===== src/rtl/width_conv_fifo_pkg.sv =====
// width_conv_fifo_pkg: shared width helpers, lane placement and per-entry tag type
package width_conv_fifo_pkg;
  localparam int NL_W = 8;
  typedef struct packed {
    logic [NL_W-1:0] nlanes;
    logic            last;
  } tag_t;
  function automatic int max_w(int a, int b);
    return a > b ? a : b;
  endfunction
  function automatic int min_w(int a, int b);
    return a < b ? a : b;
  endfunction
  function automatic int ratio_lg2(int a, int b);
    return $clog2(max_w(a, b) / min_w(a, b));
  endfunction
  // logical lane -> physical lane slot inside a wide word
  function automatic int lane_pos(int lane, int ratio, bit lsb_first);
    return lsb_first ? lane : ratio - 1 - lane;
  endfunction
endpackage


===== src/rtl/width_conv_fifo_if.sv =====
// width_conv_fifo_if: valid/ready write and read channels of the width converting FIFO
//   write: wr_valid_i, wr_ready_o, wr_data_i[WR_WIDTH], wr_last_i
//   read : rd_valid_o, rd_ready_i, rd_data_o[RD_WIDTH], rd_keep_o[KEEP_W], rd_last_o
//   master = producer/consumer side, slave = the FIFO
interface width_conv_fifo_if import width_conv_fifo_pkg::*; #(
  parameter int WR_WIDTH = 16,
  parameter int RD_WIDTH = 32
);
  localparam int KEEP_W = RD_WIDTH / min_w(WR_WIDTH, RD_WIDTH);
  logic                wr_valid_i;
  logic                wr_ready_o;
  logic [WR_WIDTH-1:0] wr_data_i;
  logic                wr_last_i;
  logic                rd_valid_o;
  logic                rd_ready_i;
  logic [RD_WIDTH-1:0] rd_data_o;
  logic [KEEP_W-1:0]   rd_keep_o;
  logic                rd_last_o;
  modport master (
    output wr_valid_i, wr_data_i, wr_last_i, rd_ready_i,
    input  wr_ready_o, rd_valid_o, rd_data_o, rd_keep_o, rd_last_o
  );
  modport slave (
    input  wr_valid_i, wr_data_i, wr_last_i, rd_ready_i,
    output wr_ready_o, rd_valid_o, rd_data_o, rd_keep_o, rd_last_o
  );
endinterface


===== src/rtl/width_conv_fifo_level_ctrl.sv =====
// fifo_level_ctrl: wide-entry pointers, level, threshold flags and ready/valid
//   in : wrclk, rst_n (sync, active-low), flush_i, commit_i, free_i
//   out: wrptr_o, rdptr_o, level_o, wr_ready_o, rd_valid_o, almost_full_o, almost_empty_o
module fifo_level_ctrl #(
  parameter int DEPTH_LG2  = 4,
  parameter int AFULL_THR  = 14,
  parameter int AEMPTY_THR = 1
) (
  input  logic                 wrclk,
  input  logic                 rst_n,
  input  logic                 flush_i,
  input  logic                 commit_i,
  input  logic                 free_i,
  output logic [DEPTH_LG2-1:0] wrptr_o,
  output logic [DEPTH_LG2-1:0] rdptr_o,
  output logic [DEPTH_LG2:0]   level_o,
  output logic                 wr_ready_o,
  output logic                 rd_valid_o,
  output logic                 almost_full_o,
  output logic                 almost_empty_o
);
  localparam logic [DEPTH_LG2:0] DEPTH = (DEPTH_LG2+1)'(1 << DEPTH_LG2);
  logic [DEPTH_LG2-1:0] wrptr_q, wrptr_d, rdptr_q, rdptr_d;
  logic [DEPTH_LG2:0]   level_q, level_d;
  logic                 afull_q, afull_d, aempty_q, aempty_d;
  always_comb begin
    wrptr_d  = flush_i ? '0 : wrptr_q + DEPTH_LG2'(commit_i);
    rdptr_d  = flush_i ? '0 : rdptr_q + DEPTH_LG2'(free_i);
    level_d  = flush_i ? '0 : level_q + (DEPTH_LG2+1)'(commit_i) - (DEPTH_LG2+1)'(free_i);
    afull_d  = int'(level_d) >= AFULL_THR;
    aempty_d = int'(level_d) <= AEMPTY_THR;
  end
  always_ff @(posedge wrclk) begin
    if (!rst_n) begin
      wrptr_q  <= '0;
      rdptr_q  <= '0;
      level_q  <= '0;
      afull_q  <= 1'b0;
      aempty_q <= 1'b1;
    end else begin
      wrptr_q  <= wrptr_d;
      rdptr_q  <= rdptr_d;
      level_q  <= level_d;
      afull_q  <= afull_d;
      aempty_q <= aempty_d;
    end
  end
  assign wrptr_o        = wrptr_q;
  assign rdptr_o        = rdptr_q;
  assign level_o        = level_q;
  assign wr_ready_o     = level_q != DEPTH;
  assign rd_valid_o     = level_q != '0;
  assign almost_full_o  = afull_q;
  assign almost_empty_o = aempty_q;
endmodule


===== src/rtl/width_conv_fifo.sv =====
// width_conv_fifo: FWFT FIFO packing narrow writes into wide reads or unpacking wide writes
//   wrclk, rst_n (sync, active-low), flush_i : clock, reset, pointer/partial clear
//   bus (slave)   : write/read valid-ready channels with data, last and read keep
//   level_o, almost_full_o, almost_empty_o   : committed wide entries and threshold flags
//   drop_cnt_o    : saturating count of stalled write cycles
module width_conv_fifo import width_conv_fifo_pkg::*; #(
  parameter int WR_WIDTH       = 16,
  parameter int RD_WIDTH       = 32,
  parameter int DEPTH_LG2      = 4,
  parameter int LANE_LSB_FIRST = 1,
  parameter int AFULL_THR      = 14,
  parameter int AEMPTY_THR     = 1
) (
  input  logic                 wrclk,
  input  logic                 rst_n,
  input  logic                 flush_i,
  width_conv_fifo_if.slave     bus,
  output logic [DEPTH_LG2:0]   level_o,
  output logic                 almost_full_o,
  output logic                 almost_empty_o,
  output logic [7:0]           drop_cnt_o
);
  localparam int W      = max_w(WR_WIDTH, RD_WIDTH);
  localparam int N      = min_w(WR_WIDTH, RD_WIDTH);
  localparam int R      = W / N;
  localparam int RL     = ratio_lg2(WR_WIDTH, RD_WIDTH);
  localparam int LW     = RL > 0 ? RL : 1;
  localparam int KEEP_W = RD_WIDTH / N;
  localparam int DEPTH  = 1 << DEPTH_LG2;
  localparam bit UP     = WR_WIDTH < RD_WIDTH;
  localparam bit DN     = WR_WIDTH > RD_WIDTH;
  localparam bit LSBF   = LANE_LSB_FIRST != 0;
  localparam logic [LW-1:0] LAST_LANE = LW'(R - 1);
  localparam logic [W-1:0]  LANE_MASK = W'({N{1'b1}});
  if ((1 << RL) != R || R * N != W) begin : g_bad_ratio
    $error("width_conv_fifo: width ratio must be a power of 2");
  end
  if (AFULL_THR > DEPTH || AEMPTY_THR > DEPTH) begin : g_bad_thr
    $error("width_conv_fifo: thresholds exceed depth");
  end
  logic [W-1:0]         mem [DEPTH];
  tag_t                 tags [DEPTH];
  logic [LW-1:0]        wl_q, wl_d, rl_q, rl_d;
  logic [7:0]           drop_q, drop_d;
  logic [DEPTH_LG2-1:0] wrptr, rdptr;
  logic                 wr_fire, rd_fire, commit, free;
  logic [W-1:0]         wword, rword;
  tag_t                 wtag, rtag;
  int                   wsh, rsh;
  always_comb begin
    wr_fire = bus.wr_valid_i & bus.wr_ready_o & !flush_i;
    rd_fire = bus.rd_valid_o & bus.rd_ready_i & !flush_i;
    commit  = wr_fire & (!UP | wl_q == LAST_LANE | bus.wr_last_i);
    free    = rd_fire & (!DN | rl_q == LAST_LANE);
    wl_d    = flush_i | commit ? '0 : wl_q + LW'(wr_fire & UP);
    rl_d    = flush_i | free ? '0 : rl_q + LW'(rd_fire & DN);
    drop_d  = drop_q + 8'(bus.wr_valid_i & !bus.wr_ready_o & drop_q != 8'hff);
    wsh     = UP ? lane_pos(int'(wl_q), R, LSBF) * N : 0;
    // lane 0 of a new entry clears the rest so unwritten lanes read back as zero
    wword   = UP ? (wl_q == '0 ? '0 : mem[wrptr]) & ~(LANE_MASK << wsh) | (W'(bus.wr_data_i) << wsh)
                 : W'(bus.wr_data_i);
    wtag.nlanes = UP ? NL_W'(wl_q) + 8'd1 : NL_W'(R);
    wtag.last   = bus.wr_last_i;
    rtag    = tags[rdptr];
    rsh     = DN ? lane_pos(int'(rl_q), R, LSBF) * N : 0;
    rword   = mem[rdptr] >> rsh;
    bus.rd_data_o = bus.rd_valid_o ? RD_WIDTH'(rword) : '0;
    bus.rd_keep_o = '0;
    for (int i = 0; i < KEEP_W; i++) bus.rd_keep_o[i] = bus.rd_valid_o & (i < int'(rtag.nlanes));
    bus.rd_last_o = bus.rd_valid_o & rtag.last & (!DN | rl_q == LAST_LANE);
  end
  always_ff @(posedge wrclk) begin
    if (wr_fire) begin
      mem[wrptr] <= wword;
      if (commit) tags[wrptr] <= wtag;
    end
  end
  always_ff @(posedge wrclk) begin
    if (!rst_n) begin
      wl_q   <= '0;
      rl_q   <= '0;
      drop_q <= '0;
    end else begin
      wl_q   <= wl_d;
      rl_q   <= rl_d;
      drop_q <= drop_d;
    end
  end
  assign drop_cnt_o = drop_q;
  fifo_level_ctrl #(
    .DEPTH_LG2 (DEPTH_LG2),
    .AFULL_THR (AFULL_THR),
    .AEMPTY_THR(AEMPTY_THR)
  ) u_lvl (
    .wrclk         (wrclk),
    .rst_n         (rst_n),
    .flush_i       (flush_i),
    .commit_i      (commit),
    .free_i        (free),
    .wrptr_o       (wrptr),
    .rdptr_o       (rdptr),
    .level_o       (level_o),
    .wr_ready_o    (bus.wr_ready_o),
    .rd_valid_o    (bus.rd_valid_o),
    .almost_full_o (almost_full_o),
    .almost_empty_o(almost_empty_o)
  );
endmodule


===== src/flat_wrapper.sv =====
// flat-port wrapper written by rule: the top's interface ports become plain ports
module width_conv_fifo_flat import width_conv_fifo_pkg::*;
#(
  parameter int WR_WIDTH       = 16,
  parameter int RD_WIDTH       = 32,
  parameter int DEPTH_LG2      = 4,
  parameter int LANE_LSB_FIRST = 1,
  parameter int AFULL_THR      = 14,
  parameter int AEMPTY_THR     = 1
)
  (wrclk, rst_n, flush_i, level_o, almost_full_o, almost_empty_o, drop_cnt_o, bus_wr_valid_i, bus_wr_data_i, bus_wr_last_i, bus_rd_ready_i, bus_wr_ready_o, bus_rd_valid_o, bus_rd_data_o, bus_rd_keep_o, bus_rd_last_o);
  width_conv_fifo_if #(.WR_WIDTH(WR_WIDTH), .RD_WIDTH(RD_WIDTH)) bus_i ();
  input  logic wrclk;
  input  logic rst_n;
  input  logic flush_i;
  output logic [DEPTH_LG2:0] level_o;
  output logic almost_full_o;
  output logic almost_empty_o;
  output logic [7:0] drop_cnt_o;
  input wire logic [$bits(bus_i.wr_valid_i)-1:0] bus_wr_valid_i;
  input wire logic [$bits(bus_i.wr_data_i)-1:0] bus_wr_data_i;
  input wire logic [$bits(bus_i.wr_last_i)-1:0] bus_wr_last_i;
  input wire logic [$bits(bus_i.rd_ready_i)-1:0] bus_rd_ready_i;
  output wire logic [$bits(bus_i.wr_ready_o)-1:0] bus_wr_ready_o;
  output wire logic [$bits(bus_i.rd_valid_o)-1:0] bus_rd_valid_o;
  output wire logic [$bits(bus_i.rd_data_o)-1:0] bus_rd_data_o;
  output wire logic [$bits(bus_i.rd_keep_o)-1:0] bus_rd_keep_o;
  output wire logic [$bits(bus_i.rd_last_o)-1:0] bus_rd_last_o;
  assign bus_i.wr_valid_i = bus_wr_valid_i;
  assign bus_i.wr_data_i = bus_wr_data_i;
  assign bus_i.wr_last_i = bus_wr_last_i;
  assign bus_i.rd_ready_i = bus_rd_ready_i;
  assign bus_wr_ready_o = bus_i.wr_ready_o;
  assign bus_rd_valid_o = bus_i.rd_valid_o;
  assign bus_rd_data_o = bus_i.rd_data_o;
  assign bus_rd_keep_o = bus_i.rd_keep_o;
  assign bus_rd_last_o = bus_i.rd_last_o;
  width_conv_fifo #(.WR_WIDTH(WR_WIDTH), .RD_WIDTH(RD_WIDTH), .DEPTH_LG2(DEPTH_LG2), .LANE_LSB_FIRST(LANE_LSB_FIRST), .AFULL_THR(AFULL_THR), .AEMPTY_THR(AEMPTY_THR)) u_core (.wrclk(wrclk), .rst_n(rst_n), .flush_i(flush_i), .bus(bus_i), .level_o(level_o), .almost_full_o(almost_full_o), .almost_empty_o(almost_empty_o), .drop_cnt_o(drop_cnt_o));
endmodule

===== config.mk =====
export PLATFORM = sky130hd
export DESIGN_NAME = width_conv_fifo_flat
export DESIGN_NICKNAME = d
export VERILOG_FILES = /design/src/rtl/width_conv_fifo_pkg.sv /design/src/rtl/width_conv_fifo_if.sv /design/src/rtl/width_conv_fifo_level_ctrl.sv /design/src/rtl/width_conv_fifo.sv /design/src/flat_wrapper.sv
export SDC_FILE = /design/constraint.sdc
export NUM_CORES = 1
export LEC_CHECK = 0
export BUFFER_PORTS_ARGS = -buffer_cell sky130_fd_sc_hd__buf_2
export CORE_MARGIN = 10
export CORE_UTILIZATION = 38
export DETAILED_ROUTE_END_ITERATION = 16
export PLACE_DENSITY = 0.55
export SYNTH_ARGS = -nofsm -noshare
export SYNTH_HDL_FRONTEND = slang
export SYNTH_SLANG_ARGS = --single-unit

===== constraint.sdc =====
create_clock -name wrclk -period 5.05 [get_ports wrclk]
set_input_delay 0.7575 -clock wrclk [delete_from_list [all_inputs] [get_ports wrclk]]
set_output_delay 0.7575 -clock wrclk [all_outputs]
set_load 0.05 [all_outputs]

==> reports/results.ini <==
[synth]
yosys_most_used_dff=edfxtp_1
synth-edff-count=560
synth_async_sr_flop_share=0
synth_area_mm2=0.0248
ys_ff_latch=584
yosys_warnings=0
syn_nets=1301
yosysUniqueCellTypes=43
ys_seq_area_frac=0.698
synth.avg_cell_area_um2=19.6
syn_inst=1266

[cts]
cts.path.max_buffers=3
clk_latency_ns=0.64
cts-root-buf=clkbuf_16
htreeDepth=2
ctsResizeCount=0
holdBufCountCts=0
cts_setup_buffers=0
cts_tree=done
path_clk_slew_ns=0.06
cts_buffers=61
clock-sinks=584

[critical_path]
worstPathArrival_ns=3.16
end_kind=output port
ff2ff_path_depth=15
r2r_start=u_core.u_lvl.level_o[2]
cp.depth=5
crit_path_top_delay_cell=dfxtp_4
max_stage_delay_ns=0.72
cp_max_fo=31
crit_family=multiplexers
cp-startpoint=u_core.u_lvl.rdptr_o[0]
startpoint_type=flop
critPathRequiredTime_ns=4.29
criticalPathCategory=flop to output port
timing.critical_path.buf_inv=2
cp_cell_sequence=buf_12 > mux4_2 > mux2i_1 > o22ai_1 > buf_2

[hold_path]
min_path_cells=2
hold_start=rst_n
hold_path_class=input port to flop

[sta]
tightest_slew_ns=1.26
setup_viol=0
maxSlewViolCount=0
skew_ns=0.0248
fmax_mhz=255
tns_ns=0
rsz0062_at_grt=no
whs_ns=0.483
maxSlewHeadroom=0.154
post-route-period-util=0.776
hold_viol_final=0
final.min_clock_period_ns=3.92

[cells_and_area]
regArea_mm2=0.0173
drive_above_1_share=0.285
final_cells=2275
fin_nets=1404
area_growth_pct=13.6
final_util=0.436
n_fill_cell=5607
multiInputGateArea_mm2=0.00709

[global_routing]
antenna_found_initial=0
grt_pass1_wl_mm=93.3
overflow=0
grt_max_degree=46
grt_pass1_vias=13300
grtUsageTotal=0.168

[drt]
ant_nets=0
via_per_inst=5.65
first_iter_violations=1189
dr.pass1.iters=5
route.detailed.drc=0
vias=12800
totalWireLength_mm=63.7
wl_per_cell_um=28.0

[power_and_ir_drop]
ir_drop_mv=0.261
power.leakage_nw=8.49
power_mw=10.3
power_density_mw_per_mm2=364

[placed_design]
dp.cells=2161
dp_hpwl_mm=38.1
numPortBuffers=73
place_congestion=0.760

[floorplanning]
floorplan.core_area_mm2=0.0646
die_x_um=275
dieHeight_um=275
start_util=0.384
ioPinCount=74
rows=93
dieArea_mm2=0.0759

[run]
maxCapViolCount=0

[run_status]
outcome=finished, final reports clean

-- final cells by class --
class                      instances  share of cell area
clock buffer                      73              0.0558
antenna                            1           0.0000888
tap                              855              0.0380
multi-input combinational        593               0.252
timing repair buffer             117              0.0265
inverter                          12             0.00160
sequential                       584               0.615
clock inverter                    40              0.0120
-- final timing paths --
path,to,slack (ns)
setup / recovery,bus_rd_data_o[15],1.13
hold / removal,u_core.drop_cnt_o[7],0.48
setup reg to reg,u_core.u_lvl.almost_full_o,1.65
hold reg to reg,u_core.drop_cnt_o[7],0.53
-- layout by cell type, fill, tap and decap left out, types with 16 or more instances in the layout --
cell	instances
a22oi_1	16
clkbuf_16	61
nor2_1	46
mux2i_1	136
dfxtp_1	18
o22ai_1	60
and2_1	30
buf_2	73
edfxtp_1	560
buf_4	40
clkinv_2	16
mux4_2	172
-- metal layers --
metal | vias up | wire length (µm) | track usage
met5 | - | 0 | 0
met4 | 0 | 1380 | 0.0439
met3 | 96 | 4020 | 0.0280
met2 | 419 | 30300 | 0.266
met1 | 6854 | 28000 | 0.238
li1 | 5474 | - | -
-- per-stage QoR --
| stage | setup WS [ns] | instance area, µm² |
|---|---|---|
| after floorplan | 0.674 | 24800 |
| after global placement | 1.64 | 26300 |
| after detailed placement | 1.59 | 26300 |
| after CTS | 1.05 | 28200 |
| after global routing | 0.904 | 28200 |
| final | 1.13 | 28200 |
-- power breakdown --
part	total [mW]	internal, mW	switching [mW]
clock	4.29	2.42	1.87
sequential	5.33	5.31	0.0196
combinational	0.637	0.177	0.460
total	10.3	7.91	2.35
-- cell usage after synthesis, types with 2 or more instances --
cell	instances	area, µm²
nor2b_1	3	18.8
edfxtp_1	560	16800
nor2_1	58	218
buf_1	5	18.8
xnor2_1	6	52.6
a21boi_0	2	15.0
nor4_1	2	12.5
o32ai_1	5	43.8
nand3_1	8	40.0
o21ai_0	3	15.0
buf_6	17	191
a22oi_1	16	120
nand2_1	15	56.3
ha_1	12	150
a31oi_1	5	31.3
buf_4	4	30.0
inv_1	12	45.0
mux4_2	172	3870
nor3_1	15	75.1
o22ai_1	60	375
or3_1	3	18.8
and2_1	30	188
clkbuf_1	11	41.3
xor2_1	4	35.0
clkbuf_2	2	10.0
dfxtp_1	24	480
nand2b_1	11	68.8
a21oi_1	14	70.1
buf_2	38	190
mux2i_1	136	1360
-- worst reg2reg max path, stage by stage, from the launching register on --
cell      delay, ns
dfxtp_1        0.37
inv_1          0.08
ha_1           0.21
and4bb_2       0.28
nor3b_4        0.33
nand2_1        0.14
ha_1           0.31
inv_1          0.05
ha_1           0.16
inv_1          0.06
fa_1           0.40
nand2b_1       0.17
a21oi_1        0.18
or3_1          0.13
a21oi_1        0.09
or2_2          0.31
-- state kept, by name, summed over array words and instances, names as in the netlist --
name,cells
u_core.mem,512
u_core.tags,48
u_core.drop_cnt_o,8
u_core.u_lvl.level_o,5
u_core.u_lvl.rdptr_o,4
u_core.u_lvl.wrptr_o,4
u_core.u_lvl.almost_empty_o,1
u_core.u_lvl.almost_full_o,1
u_core.wl_q,1
-- cells by family after synthesis --
group,count (synthesis),synth area share
muxes,308,0.211
and+or+nand+nor,154,0.0317
xor gates and xnor gates,10,0.00353
adders and majority gates,13,0.00686
AOI/OAI and AO/OA,108,0.0280
buffers and inverters,89,0.0212
DFF,584,0.698
No activity file was read; power rests on OpenSTA's default activity.
